**src/rtl/vrased_log_reader.sv**
```systemverilog
// VRASED violation-log reader: dumps the log RAM as a byte stream (count header + 5 bytes/record), then clears the RAM.
// Optional CRC-8 trailer byte when VRASED_LOG_READER_CRC_EN is defined.
module vrased_log_reader #(
  parameter logic [15:0] LOG_DEPTH = 16'h0100,
  parameter int          REC_W     = 38
) (
  input  logic             clk,
  input  logic             reset_n,
  input  logic             start,
  input  logic [15:0]      wr_count,
  output logic             re,
  output logic [15:0]      rd_addr,
  input  logic [REC_W-1:0] rd_data,
  output logic [7:0]       tx_data,
  output logic             tx_valid,
  input  logic             tx_ready,
  output logic             busy,
  output logic             done,
  output logic             clr_ram
);

  localparam logic [3:0] ST_IDLE    = 4'd0;
  localparam logic [3:0] ST_HDR_HI  = 4'd1;
  localparam logic [3:0] ST_HDR_LO  = 4'd2;
  localparam logic [3:0] ST_READ    = 4'd3;
  localparam logic [3:0] ST_CAPTURE = 4'd4;
  localparam logic [3:0] ST_SEND    = 4'd5;
  localparam logic [3:0] ST_CLEAR   = 4'd6;
  localparam logic [3:0] ST_DONE    = 4'd7;
`ifdef VRASED_LOG_READER_CRC_EN
  localparam logic [3:0] ST_CRC     = 4'd8;

  logic [7:0] crc;

  function automatic logic [7:0] crc8(input logic [7:0] c, input logic [7:0] d);
    logic [7:0] r;
    r = c ^ d;
    for (int i = 0; i < 8; i++)
      r = r[7] ? ({r[6:0], 1'b0} ^ 8'h07) : {r[6:0], 1'b0};
    return r;
  endfunction
`endif

  logic [3:0]  state;
  logic [15:0] n;
  logic [31:0] sr;
  logic [2:0]  byte_cnt;
  logic [15:0] n_cap;
  logic [39:0] rec40;
  logic        xfer;

  assign n_cap = (wr_count > LOG_DEPTH) ? LOG_DEPTH : wr_count;
  assign rec40 = {{(40-REC_W){1'b0}}, rd_data};
  assign xfer  = tx_valid && tx_ready;

  always_ff @(posedge clk) begin
    if (!reset_n) begin
      state    <= ST_IDLE;
      n        <= '0;
      rd_addr  <= '0;
      sr       <= '0;
      byte_cnt <= '0;
      tx_data  <= '0;
      tx_valid <= 1'b0;
      re       <= 1'b0;
      busy     <= 1'b0;
      done     <= 1'b0;
      clr_ram  <= 1'b0;
`ifdef VRASED_LOG_READER_CRC_EN
      crc      <= '0;
`endif
    end else begin
      re      <= 1'b0;
      done    <= 1'b0;
      clr_ram <= 1'b0;
      case (state)
        ST_IDLE: if (start) begin
          n        <= n_cap;
          rd_addr  <= '0;
          busy     <= 1'b1;
          tx_valid <= 1'b1;
          tx_data  <= n_cap[15:8];
          state    <= ST_HDR_HI;
`ifdef VRASED_LOG_READER_CRC_EN
          crc      <= '0;
`endif
        end
        ST_HDR_HI: if (xfer) begin
`ifdef VRASED_LOG_READER_CRC_EN
          crc     <= crc8(crc, tx_data);
`endif
          tx_data <= n[7:0];
          state   <= ST_HDR_LO;
        end
        ST_HDR_LO: if (xfer) begin
`ifdef VRASED_LOG_READER_CRC_EN
          crc <= crc8(crc, tx_data);
`endif
          if (n == 16'd0) begin
`ifdef VRASED_LOG_READER_CRC_EN
            tx_data  <= crc8(crc, tx_data);
            state    <= ST_CRC;
`else
            tx_valid <= 1'b0;
            clr_ram  <= 1'b1;
            state    <= ST_CLEAR;
`endif
          end else begin
            tx_valid <= 1'b0;
            re       <= 1'b1;
            state    <= ST_READ;
          end
        end
        ST_READ: state <= ST_CAPTURE;
        ST_CAPTURE: begin
          // RAM data is valid this cycle (one after re); first byte goes straight out.
          tx_data  <= rec40[39:32];
          sr       <= rec40[31:0];
          byte_cnt <= '0;
          tx_valid <= 1'b1;
          state    <= ST_SEND;
        end
        ST_SEND: if (xfer) begin
`ifdef VRASED_LOG_READER_CRC_EN
          crc <= crc8(crc, tx_data);
`endif
          if (byte_cnt == 3'd4) begin
            rd_addr <= rd_addr + 16'd1;
            if (rd_addr + 16'd1 == n) begin
`ifdef VRASED_LOG_READER_CRC_EN
              tx_data  <= crc8(crc, tx_data);
              state    <= ST_CRC;
`else
              tx_valid <= 1'b0;
              clr_ram  <= 1'b1;
              state    <= ST_CLEAR;
`endif
            end else begin
              tx_valid <= 1'b0;
              re       <= 1'b1;
              state    <= ST_READ;
            end
          end else begin
            tx_data  <= sr[31:24];
            sr       <= {sr[23:0], 8'h00};
            byte_cnt <= byte_cnt + 3'd1;
          end
        end
`ifdef VRASED_LOG_READER_CRC_EN
        ST_CRC: if (xfer) begin
          tx_valid <= 1'b0;
          clr_ram  <= 1'b1;
          state    <= ST_CLEAR;
        end
`endif
        ST_CLEAR: begin
          done  <= 1'b1;
          state <= ST_DONE;
        end
        ST_DONE: begin
          busy  <= 1'b0;
          state <= ST_IDLE;
        end
        default: state <= ST_IDLE;
      endcase
    end
  end

endmodule

```
**config.mk**
```make
export PLATFORM = sky130hd
export DESIGN_NAME = vrased_log_reader
export DESIGN_NICKNAME = d
export VERILOG_FILES = /design/src/rtl/vrased_log_reader.sv
export SDC_FILE = /design/constraint.sdc
export NUM_CORES = 1
export LEC_CHECK = 0
export BUFFER_PORTS_ARGS = -buffer_cell sky130_fd_sc_hd__buf_2
export CAP_MARGIN = 25
export CORE_UTILIZATION = 45
export CTS_CLUSTER_DIAMETER = 200
export DETAILED_ROUTE_END_ITERATION = 12
export PLACE_DENSITY = 0.68
export SETUP_SLACK_MARGIN = 0.02
export SYNTH_ARGS = -nofsm -noshare
export SYNTH_HDL_FRONTEND = slang
export SYNTH_SLANG_ARGS = --single-unit
```
**constraint.sdc**
```tcl
create_clock -name clk -period 2.95 [get_ports clk]
set_clock_uncertainty 0.15 [all_clocks]
set_input_delay 0.59 -clock clk [delete_from_list [all_inputs] [get_ports clk]]
set_output_delay 0.59 -clock clk [all_outputs]
set_load 0.05 [all_outputs]
```
## After elaboration in Yosys (flattened, before gate mapping)

Index checks and enable logic that the tools add are counted.

- Flip-flop bits (word level): 84
- Input bits: 58
- Output and inout port bits: 29
- Word-level logic and storage cells: 87

- $add $sub $neg: 2
- $lt $le $gt $ge: 1
- Equality and inequality tests: 15
- Multiplexer cells: 43
- Reductions and logical operators: 15

Operators with widths:

| cell | number |
|---|---|
| 16-bit 2-to-1 mux | 4 |
| 32-bit 2-to-1 mux | 2 |
| 32-bit case mux with 2 select lines | 1 |
| 8-bit 2-to-1 mux | 4 |
| 16-bit case mux with 2 select lines | 1 |
| 8-bit case mux with 4 select lines | 1 |
| 4-bit case mux with 7 select lines | 1 |
| 4-bit 2-to-1 mux | 5 |
| 16-bit by 1-bit adder with 16-bit output, second input constant | 1 |
| 16-bit equality test | 1 |
| 4-bit by 3-bit equality test with 1-bit output, second input constant | 4 |
| 16-bit by 9-bit greater-than comparator with 1-bit output, second input constant | 1 |
| 16-bit logical NOT | 1 |
| 1-bit 2-to-1 mux | 15 |
| 5-bit AND reduction | 3 |
| 3-bit 2-to-1 mux | 4 |
| 2-bit != test, second input constant | 6 |
| 4-bit by 2-bit equality test with 1-bit output, second input constant | 2 |
| 4-bit nonzero test | 2 |
| 1-bit case mux with 2 select lines | 3 |
| 3-bit case mux with 2 select lines | 1 |
| 2-bit nonzero test | 3 |
| 4-bit by 1-bit equality test with 1-bit output, second input constant | 1 |
| 4-bit logical NOT | 1 |
| other kinds (7) | 8 |

## Depth between registers and ports, before layout

Gate-level depths: netlist (run 1).

- Depth after elaboration: 6
- Mapped depth: 10

## Least setup slack after synthesis (run 1)

No wires, ideal clock.

- Kind: register -> register
- Start point: register rd_addr[0]
- End point: register state[0]
- Setup time: 131 ps
- Arrival time: 2292 ps
- Required time: 2669 ps
- Path slack: 376 ps
- Cell stages (with the launch flop): 10
- Path buffers: 1
- Clock period less this slack: 2574 ps
- Cells stage by stage: dfxtp_1 > ha_1 > nand3_1 > buf_2 > a311oi_1 > a31oi_1 > mux2_2 > nor3_4 > and3_1 > o32ai_1

- Cells in the longest elaborated chain, start to end: 6

RTL lines:

| item | RTL line | text |
|---|---|---|
| from (decl) | 12 | `output logic [15:0] rd_addr,` |
| from (signal assigned) | 128 | `rd_addr <= rd_addr + 16'd1;` |
| 16-bit by 1-bit adder with 16-bit output | 129 | `if (rd_addr + 16'd1 == n) begin` |
| 16-bit equality test | 129 |  |
| 3-bit 2-to-1 mux | 129 |  |
| 4-bit 2-to-1 mux | 127 | `if (byte_cnt == 3'd4) begin` |
| 4-bit 2-to-1 mux | 123 | `ST_SEND: if (xfer) begin` |
| 4-bit case mux with 7 select lines | 76 | `case (state)` |
| to (signal assigned) | 83 | `state <= ST_HDR_HI;` |
| to (signal assigned) | 121 | `state <= ST_SEND;` |
| to (signal assigned) | 136 | `state <= ST_CLEAR;` |
| to (decl) | 44 | `logic [3:0] state;` |

No other way between the ends. The select of a mux whose other input is x is not followed.
A chain may end at the register's enable or synchronous reset.

## Worst setup path in the final report (run 1)

- Start point: register state[2]
- End point: register rd_addr[13]

- Cells in the longest elaborated chain, start to end: 3
- Elaborated cells on any way between the ends: 8
- Classes of those cells: 4 x eq/ne; 1 x mux; 3 x reduce/logical

RTL lines:

| item | RTL line | text |
|---|---|---|
| from (signal assigned) | 58 | `state <= ST_IDLE;` |
| from (signal assigned) | 83 |  |
| from (signal assigned) | 93 | `state <= ST_HDR_LO;` |
| 4-bit by 3-bit equality test with 1-bit output / 4-bit logical NOT (equally long branches) | 76 |  |
| 2-bit != test (no line) / 2-bit nonzero test (equally long branches) | -- |  |
| 4-bit AND reduction (no line) | -- |  |

Several ways; a longest one is shown, not always the timed one.

==> results.sh, run 1 <==
export IMPL_status="finished, final reports clean"
export IMPL_p_per_area_nw_per_um2=517
export IMPL_synth_compound_area_frac=0.187
export IMPL_rows=34
export IMPL_synthMuxAreaShare=0.0264
export IMPL_fin_crit_ns=2.49
export IMPL_synth_simple_gate_area_share=0.286
export IMPL_drt_vias_per_instance=5.69
export IMPL_vias=4131
export IMPL_grt_pass1_wl_mm=18.5
export IMPL_first_pass_iters=5
export IMPL_syn_avg_cell_area_um2=7.72
export IMPL_postCtsResizedCells=0
export IMPL_fin_crit_sh=0.844
export IMPL_clockBufferDepth=2
export IMPL_antenna_found_initial=0
export IMPL_post_synth_inst_count=546
export IMPL_worstPathMaxFanout=15
export IMPL_avgRoutedWirePerCell_um=15.7
export IMPL_gr_usage_all_layers=0.240
export IMPL_grt_max_degree=51
export IMPL_overflow=0
export IMPL_cts_hold_repair_buffers=0
export IMPL_fmax_mhz=401
export IMPL_path_clk_slew_ns=0.10
export IMPL_die_area_um2=9760
export IMPL_place_ws_ns=0.508
export IMPL_wl_mm=11.4
export IMPL_arrival_ns=2.58
export IMPL_synth_edf_count=0
export IMPL_syn_to_final_growth_pct=16.9
export IMPL_p_total_w=0.00255
export IMPL_insertion_delay_ns=0.37
export IMPL_antennaDiodeCount=0
export IMPL_drv_slew=0
export IMPL_hp_class="in -> reg"
export IMPL_nNetsFinal=674
export IMPL_tns_ns=0
export IMPL_place_gp_congestion=0.867
export IMPL_io_buffers=86
export IMPL_htreeDepth=3
export IMPL_grt_pass1_vias=3656
export IMPL_async_flop_share=0
export IMPL_cp_startpoint="state[2]$_SDFFE_PN0P_"
export IMPL_cts_sinks=83
export IMPL_die_h_um=98.8
export IMPL_cts_tree="yes"
export IMPL_synth_top_family_by_area="simple AND/OR/NAND/NOR gates"
export IMPL_final_cell_mix="90 x nor2_1, 88 x nand2_1, 86 x buf_2"
export IMPL_hpwl_mm=8.07
export IMPL_die_w_um=98.8
export IMPL_synth_ff_type="dfxtp_1"
export IMPL_worst_pin_slew_ns=0.639
export IMPL_maxCapViolations=0
export IMPL_postCtsSetupRepairBufs=0
export IMPL_syn_nets=607
export IMPL_drt_antenna_violating_nets=0
export IMPL_clockRootBuffer="clkbuf_8"
export IMPL_path_class="reg -> reg"
export IMPL_slew_headroom=0.573
export IMPL_final_common_cell="nor2_1"
export IMPL_power_leakage_nw=1.93
export IMPL_cp_end_kind="register"
export IMPL_synth_warnings=0
export IMPL_rsz0062_at_grt="false"
export IMPL_holdCritStartpoint="rd_data[5]"
export IMPL_crit_path_start_kind="register"
export IMPL_synth_seq_area_share=0.394
export IMPL_required_ns=3.04
export IMPL_synthXorXnorAreaFrac=0.0519
export IMPL_synth_distinct_cells=53
export IMPL_io_pins=87
export IMPL_peakVddDrop_mv=0.235
export IMPL_ys_ff_latch=83
export IMPL_reg2reg_from="state[2]$_SDFFE_PN0P_"
export IMPL_drc=0
export IMPL_numCtsBuffers=9
export IMPL_drive_above_1_share=0.199
export IMPL_hold_viol_final=0
export IMPL_layout_setup_ws_ns=0.459
export IMPL_start_util=0.474
export IMPL_core_um2=8890
export IMPL_drtIter0Drc=259
export IMPL_synth_adder_area_share=0.00890
export IMPL_setup_viol=0
export IMPL_syn_area_um2=4220
## worst max-delay path, stage by stage, from the launching register on
cell and delay (ns):
dfxtp_1 0.74, nand3b_2 0.40, nor2_1 0.31, nor2_1 0.10
a21oi_1 0.14, buf_4 0.21, o21ai_0 0.11, a21oi_1 0.16
nor2_1 0.05
## area by class of cell
class                           count  area, µm²
Timing Repair Buffer               97        551
Fill cell                         837       3960
Sequential cell                    83       1660
Tap cell                          108        135
Clock inverter                      5       61.3
Clock buffer                       11        141
Multi-Input combinational cell    417       2360
Inverter                            5       18.8
## layer usage
metal  vias up  routed length (µm)  global-route usage  part of all wire
met1      1911                5230               0.338              0.46
met2       141                5210               0.374              0.46
met3        15                 776              0.0348             0.068
met4         0                 173              0.0884             0.015
met5         -                   0                   0                 0
li1       2064                   -                   -                 -
## worst paths after layout
kind / cells after the start / slack [ns] / to
worst max-delay path: 8 / 0.46 / rd_addr[13]$_SDFFE_PN0P_
worst min-delay path: 3 / 0.31 / sr[5]$_SDFFE_PN0P_
worst max register to register: 8 / 0.46 / rd_addr[13]$_SDFFE_PN0P_
worst min register to register: 2 / 0.32 / byte_cnt[1]$_SDFFE_PN0P_
## power by group
part / switching (W) / leakage [nW] / internal (W)
Sequential: 0.0000367 / 0.670 / 0.00115
Clock: 0.000427 / 0.0922 / 0.000418
Combinational: 0.000328 / 1.17 / 0.000185
## sequential cells by signal, indices dropped and copies added (netlist names)
register / count
tx_valid: 1
sr: 32
done: 1
state: 3
rd_addr: 16
byte_cnt: 3
busy: 1
clr_ram: 1
tx_data: 8
re: 1
n: 16
## kinds of logic after synthesis
family / Yosys count
and+or+nand+nor: 260
AOI/OAI and AO/OA: 118
xor gates and xnor gates: 25
buffers and inverters: 46
muxes: 11
adders and majority gates: 3
DFF: 83
## cells in the mapped netlist, drive strengths merged, types with 2 or more instances
cell,instances,area share
a211oi,3,0.0065
a21oi,35,0.042
a22oi,16,0.028
a311oi,25,0.052
a31oi,5,0.0074
and2,4,0.0059
and3,9,0.013
and4,2,0.0042
buf,12,0.016
clkbuf,29,0.026
dfxtp,83,0.39
ha,3,0.0089
inv,5,0.0045
mux2i,10,0.024
nand2,88,0.078
nand3,11,0.013
nand3b,2,0.0045
nand4,4,0.0074
nor2,90,0.080
nor2b,4,0.0059
nor3,24,0.032
nor4,13,0.022
o21ai,20,0.024
o221ai,2,0.0042
o22ai,2,0.0030
o31ai,2,0.0036
o32ai,2,0.0042
or3,4,0.0059
xnor2,15,0.031
xor2,10,0.021
## through the flow
step           hold slack (ns)  utilization  area, µm²  std cells
3_5_place_dp             0.316        0.532       4730        710
3_3_place_gp             0.307        0.532       4730        710
4_1_cts                  0.304        0.554       4930        726
2_1_floorplan            0.299            -       4220        546
6_report                 0.314        0.554       4930        726
5_1_grt                  0.316        0.554       4930        726
Power figures use the tool's default switching activity.
==> inputs of run 2 (changes only) <==
- PLACE_DENSITY: 0.68 -> 0.7
- clock period: 2.95 -> 2.2 ns (I/O delays scaled with it)
==> run 2 against run 1 <==
- sequential power increased by 33%
- hold slack got worse by 0.17 ns
- power rose by 41%
- critical endpoint is now state[0]$_SDFFE_PN0P_
==> results.sh, run 2 (synthesis gave the netlist of run 1 again) <==
export IMPL_status="finished, final reports clean"
export IMPL_multiInputGateArea_um2=2430
export IMPL_nNetsFinal=699
export IMPL_path_clk_slew_ns=0.10
export IMPL_start_util=0.474
export IMPL_layout_setup_ws_ns=0.0988
export IMPL_avgRoutedWirePerCell_um=16.1
export IMPL_holdCritStartpoint="rd_data[2]"
export IMPL_grt_pass1_wl_mm=19.3
export IMPL_die_w_um=98.8
export IMPL_arrival_ns=2.20
export IMPL_grt_pass1_vias=3908
export IMPL_vias=4271
export IMPL_worstPathMaxFanout=6
export IMPL_drt_vias_per_instance=5.69
export IMPL_core_um2=8890
export IMPL_slowest_stage="dfxtp_4"
export IMPL_htreeDepth=3
export IMPL_largest_reg_flops=32
export IMPL_slew_headroom=0.655
export IMPL_fin_crit_sh=0.955
export IMPL_hp_class="in -> reg"
export IMPL_place_gp_congestion=0.878
export IMPL_p_total_w=0.00359
export IMPL_peakVddDrop_mv=0.310
export IMPL_cts_tree="yes"
export IMPL_drive_above_1_share=0.266
export IMPL_crit_chain="or3_4, a311oi_2, a31oi_1, mux2_4, nor3_4, and3_1, o32ai_1"
export IMPL_drv_slew=0
export IMPL_place_ws_ns=0.0102
export IMPL_reg2reg_depth=7
export IMPL_drc=0
export IMPL_io_pins=87
export IMPL_maxCapViolations=0
export IMPL_whs_path_depth=3
export IMPL_worst_pin_slew_ns=0.516
export IMPL_path_class="reg -> reg"
export IMPL_gr_usage_all_layers=0.248
export IMPL_numCtsBuffers=9
export IMPL_overflow=0
export IMPL_drt_antenna_violating_nets=0
export IMPL_p_per_area_nw_per_um2=680
export IMPL_reg_top3="sr (32), n (16), rd_addr (16)"
export IMPL_max_stage_delay_ns=0.38
export IMPL_insertion_delay_ns=0.37
export IMPL_rows=34
export IMPL_antennaDiodeCount=0
export IMPL_hpwl_mm=8.61
export IMPL_drtIter0Drc=202
export IMPL_power_leakage_nw=2.13
export IMPL_reg2reg_from="rd_addr[6]$_SDFFE_PN0P_"
export IMPL_clockBufferDepth=2
export IMPL_fin_crit_ns=2.10
export IMPL_grt_max_degree=49
export IMPL_crit_path_start_kind="register"
export IMPL_cp_end_kind="register"
export IMPL_cts_hold_repair_buffers=0
export IMPL_final_cell_mix="90 x nor2_1, 88 x nand2_1, 86 x buf_2"
export IMPL_required_ns=2.29
export IMPL_cts_sinks=83
export IMPL_first_pass_iters=5
export IMPL_fmax_mhz=476
export IMPL_final_common_cell="nor2_1"
export IMPL_seq_area_um2=1690
export IMPL_hold_viol_final=0
export IMPL_io_buffers=86
export IMPL_wl_mm=12.1
export IMPL_cp_startpoint="rd_addr[6]$_SDFFE_PN0P_"
export IMPL_clockRootBuffer="clkbuf_8"
export IMPL_syn_to_final_growth_pct=25.1
export IMPL_antenna_found_initial=0
export IMPL_setup_viol=0
export IMPL_die_h_um=98.8
export IMPL_top_register="sr"
export IMPL_die_area_um2=9760
export IMPL_fillers=837
export IMPL_tns_ns=0
export IMPL_rsz0062_at_grt="true"
-- run 2: cell types whose count changed in the layout (fill, tap and decap cells not counted), sizes merged --
cell,change
bufinv,+1
clkbuf,-1
clkinvlp,-3
buf,+24
inv,+3
clkinv,+1
-- run 2: worst max-delay path, delay by kind of cell, from the launching register on --
family	cells	cell delay, ns
flops	1	0.38
simple gates	3	0.79
compound gates	3	0.36
mux	1	0.31
-- run 2: path summary, 6_finish.rpt --
| check | to | slack (ns) |
|---|---|---|
| hold reg to reg | byte_cnt[1]$_SDFFE_PN0P_ | 0.33 |
| setup reg to reg | state[0]$_SDFFE_PN0P_ | 0.1 |
| setup / recovery | state[0]$_SDFFE_PN0P_ | 0.1 |
| hold / removal | sr[2]$_SDFFE_PN0P_ | 0.14 |
-- run 2: where the power goes --
part	total [W]	internal, W	leakage (nW)	switching [W]
clock	0.00126	0.000650	0.115	0.000609
combinational	0.000746	0.000287	1.33	0.000459
sequential	0.00158	0.00154	0.678	0.0000440
-- run 2: per-layer routing --
layer	up-vias	track usage	share of wire
met1	2022	0.345	0.47
met3	19	0.0418	0.054
met4	0	0.0907	0.017
li1	2124	-	-
met5	-	0	0
met2	106	0.387	0.46
-- run 2: repair_timing --
action,4_1_cts,5_1_grt
pin swaps,1,7
cloned,0,1
buffers inserted,0,6
gates resized for setup,2,12
endpoints found under the setup margin,2,37
-- run 2: cell type report --
cell class              instances  share of cell area
inverters                       5             0.00356
clock buffers                   9              0.0235
repair buffers                122               0.146
clock inverters                 7              0.0185
well taps                     108              0.0256
multi-input cells             417               0.462
flip-flops and latches         83               0.321
-- run 2: through the flow --
stage | hold WS, ns | util | cell area, µm² | cells
after floorplan | 0.299 | - | 4260 | 546
after global placement | 0.306 | 0.552 | 4900 | 728
after detailed placement | 0.322 | 0.552 | 4900 | 728
after CTS | 0.152 | 0.578 | 5140 | 744
after global routing | 0.168 | 0.593 | 5270 | 751
final | 0.144 | 0.593 | 5270 | 751
==> inputs of run 3 (changes only) <==
- CORE_UTILIZATION: 45 -> 25
- PLACE_DENSITY: 0.7 -> default
- SETUP_SLACK_MARGIN: 0.02 -> 0.2
==> run 3 against run 2 <==
- combinational power rose by 8.8%
- final area rose by 7.8%
- flip-flop and latch count did not move
- global-route usage fell by 9.5 points
- maximum frequency rose by 3.9%
- critical path depth did not move
- power rose by 9.0%
- hold slack improved by 0.032 ns
- final cell count rose by 17%
==> results.sh, run 3 (synthesis gave the netlist of run 1 again) <==
export IMPL_io_buffers=86
export IMPL_fin_crit_sh=0.919
export IMPL_clockBufferDepth=2
export IMPL_grt_pass1_wl_mm=21.1
export IMPL_cts_tree="yes"
export IMPL_power_leakage_nw=2.28
export IMPL_final_common_cell="nor2_1"
export IMPL_tns_ns=0
export IMPL_syn_to_final_growth_pct=34.8
export IMPL_p_int_w=0.00272
export IMPL_peakVddDrop_mv=0.412
export IMPL_fmax_mhz=494
export IMPL_insertion_delay_ns=0.35
export IMPL_p_per_area_nw_per_um2=688
export IMPL_arrival_ns=2.09
export IMPL_slowest_stage="dfxtp_4"
export IMPL_gr_usage_all_layers=0.154
export IMPL_slew_headroom=0.717
export IMPL_worstPathMaxFanout=7
export IMPL_first_pass_iters=7
export IMPL_core_um2=16500
export IMPL_final_cell_mix="88 x nor2_1, 87 x nand2_1, 86 x buf_2"
export IMPL_p_seq_frac=0.403
export IMPL_drt_antenna_violating_nets=0
export IMPL_largest_reg_flops=32
export IMPL_rows=47
export IMPL_overflow=0
export IMPL_p_sw_frac=0.304
export IMPL_top_register="sr"
export IMPL_cp_end_kind="register"
export IMPL_pwr_share_comb=0.208
export IMPL_hpwl_mm=9.36
export IMPL_avgRoutedWirePerCell_um=15.4
export IMPL_clockRootBuffer="clkbuf_16"
export IMPL_drtIter0Drc=248
export IMPL_worst_pin_slew_ns=0.424
export IMPL_antenna_found_initial=0
export IMPL_drv_slew=0
export IMPL_crit_chain="ha_4, nand3_4, or3_4, o31ai_1, and4_1, and3_4, o32ai_1"
export IMPL_status="finished, final reports clean"
export IMPL_die_h_um=132
export IMPL_crit_path_start_kind="register"
export IMPL_crit_buf_inv=0
export IMPL_vias=4302
export IMPL_grt_max_degree=42
export IMPL_hp_class="in -> reg"
export IMPL_crit_family="simple AND/OR/NAND/NOR gates"
export IMPL_place_gp_congestion=0.844
export IMPL_drc=0
export IMPL_grt_pass1_vias=3936
export IMPL_nNetsFinal=712
export IMPL_wl_mm=13.5
export IMPL_htreeDepth=3
export IMPL_reg_top3="sr (32), n (16), rd_addr (16)"
export IMPL_fin_crit_ns=2.02
export IMPL_setup_viol=0
export IMPL_p_clk_frac=0.390
export IMPL_path_clk_slew_ns=0.06
export IMPL_numCtsBuffers=9
export IMPL_final_util=0.344
export IMPL_required_ns=2.27
export IMPL_max_stage_delay_ns=0.39
export IMPL_dp_cells=840
export IMPL_path_class="reg -> reg"
export IMPL_power_switching_w=0.00119
export IMPL_drive_above_1_share=0.305
export IMPL_start_util=0.255
export IMPL_cts_sinks=83
export IMPL_die_w_um=132
export IMPL_layout_setup_ws_ns=0.177
export IMPL_hold_viol_final=0
export IMPL_fin_cells=876
export IMPL_die_area_um2=17400
export IMPL_rsz0062_at_grt="true"
export IMPL_antennaDiodeCount=0
export IMPL_maxCapViolations=0
export IMPL_place_ws_ns=0.0638
export IMPL_io_pins=87
export IMPL_drt_vias_per_instance=4.91
[run 3: power by group through the flow]
stage	Sequential, W	Clock, W	Combinational (W)
2_1_floorplan	0.00165	0	0.000462
3_3_place_gp	0.00161	0	0.000731
3_5_place_dp	0.00161	0	0.000732
4_1_cts	0.00158	0.00158	0.000741
5_1_grt	0.00158	0.00163	0.000886
6_report	0.00158	0.00152	0.000812
[run 3: worst register-to-register path, delay by kind of cell, from the launching register on]
family,cells,cell delay (ns)
flip-flops,1,0.39
AO/OA/AOI/OAI,2,0.24
AND/OR/NAND/NOR,4,0.95
adder cells (fa/ha/maj),1,0.16
[run 3: path summary, 6_finish.rpt]
kind | startpoint | end | slack, ns | depth (start not counted)
worst max-delay path | rd_addr[0]$_SDFFE_PN0P_ | state[0]$_SDFFE_PN0P_ | 0.18 | 7
worst min-delay path | rd_data[5] | sr[5]$_SDFFE_PN0P_ | 0.18 | 3
worst max register to register | rd_addr[0]$_SDFFE_PN0P_ | state[0]$_SDFFE_PN0P_ | 0.18 | 7
worst min register to register | sr[8]$_SDFFE_PN0P_ | sr[16]$_SDFFE_PN0P_ | 0.33 | 2
[run 3: metrics by stage]
stage	hold slack (ns)	power, W	area (µm²)
floorplan	0.299	0.00211	4320
detailed placement	0.321	0.00234	5060
global placement	0.314	0.00234	5060
global route	0.200	0.00410	5680
CTS	0.164	0.00390	5420
finish	0.176	0.00391	5680
[run 3: per-layer routing]
layer	track usage	vias up	part of all wire
li1	-	2154	-
met1	0.202	2029	0.46
met2	0.248	106	0.48
met3	0.0358	13	0.043
met4	0.0497	0	0.013
met5	0	-	0
[run 3: cell type report]
cell class              count  area, µm²
flip-flops and latches     83       1720
repair buffers            134        873
well taps                 220        275
clock buffers              10        229
inverters                   5       18.8
fillers                  1750      10800
multi-input cells         418       2510
clock inverters             6       63.8
[run 3: repair_timing]
action | in CTS | in global routing
gates resized for setup | 4 | 36
setup buffers | 2 | 14
setup endpoints to repair | 12 | 62
gates cloned | 1 | 3
hold buffers | 0 | 0
pin swaps | 3 | 12
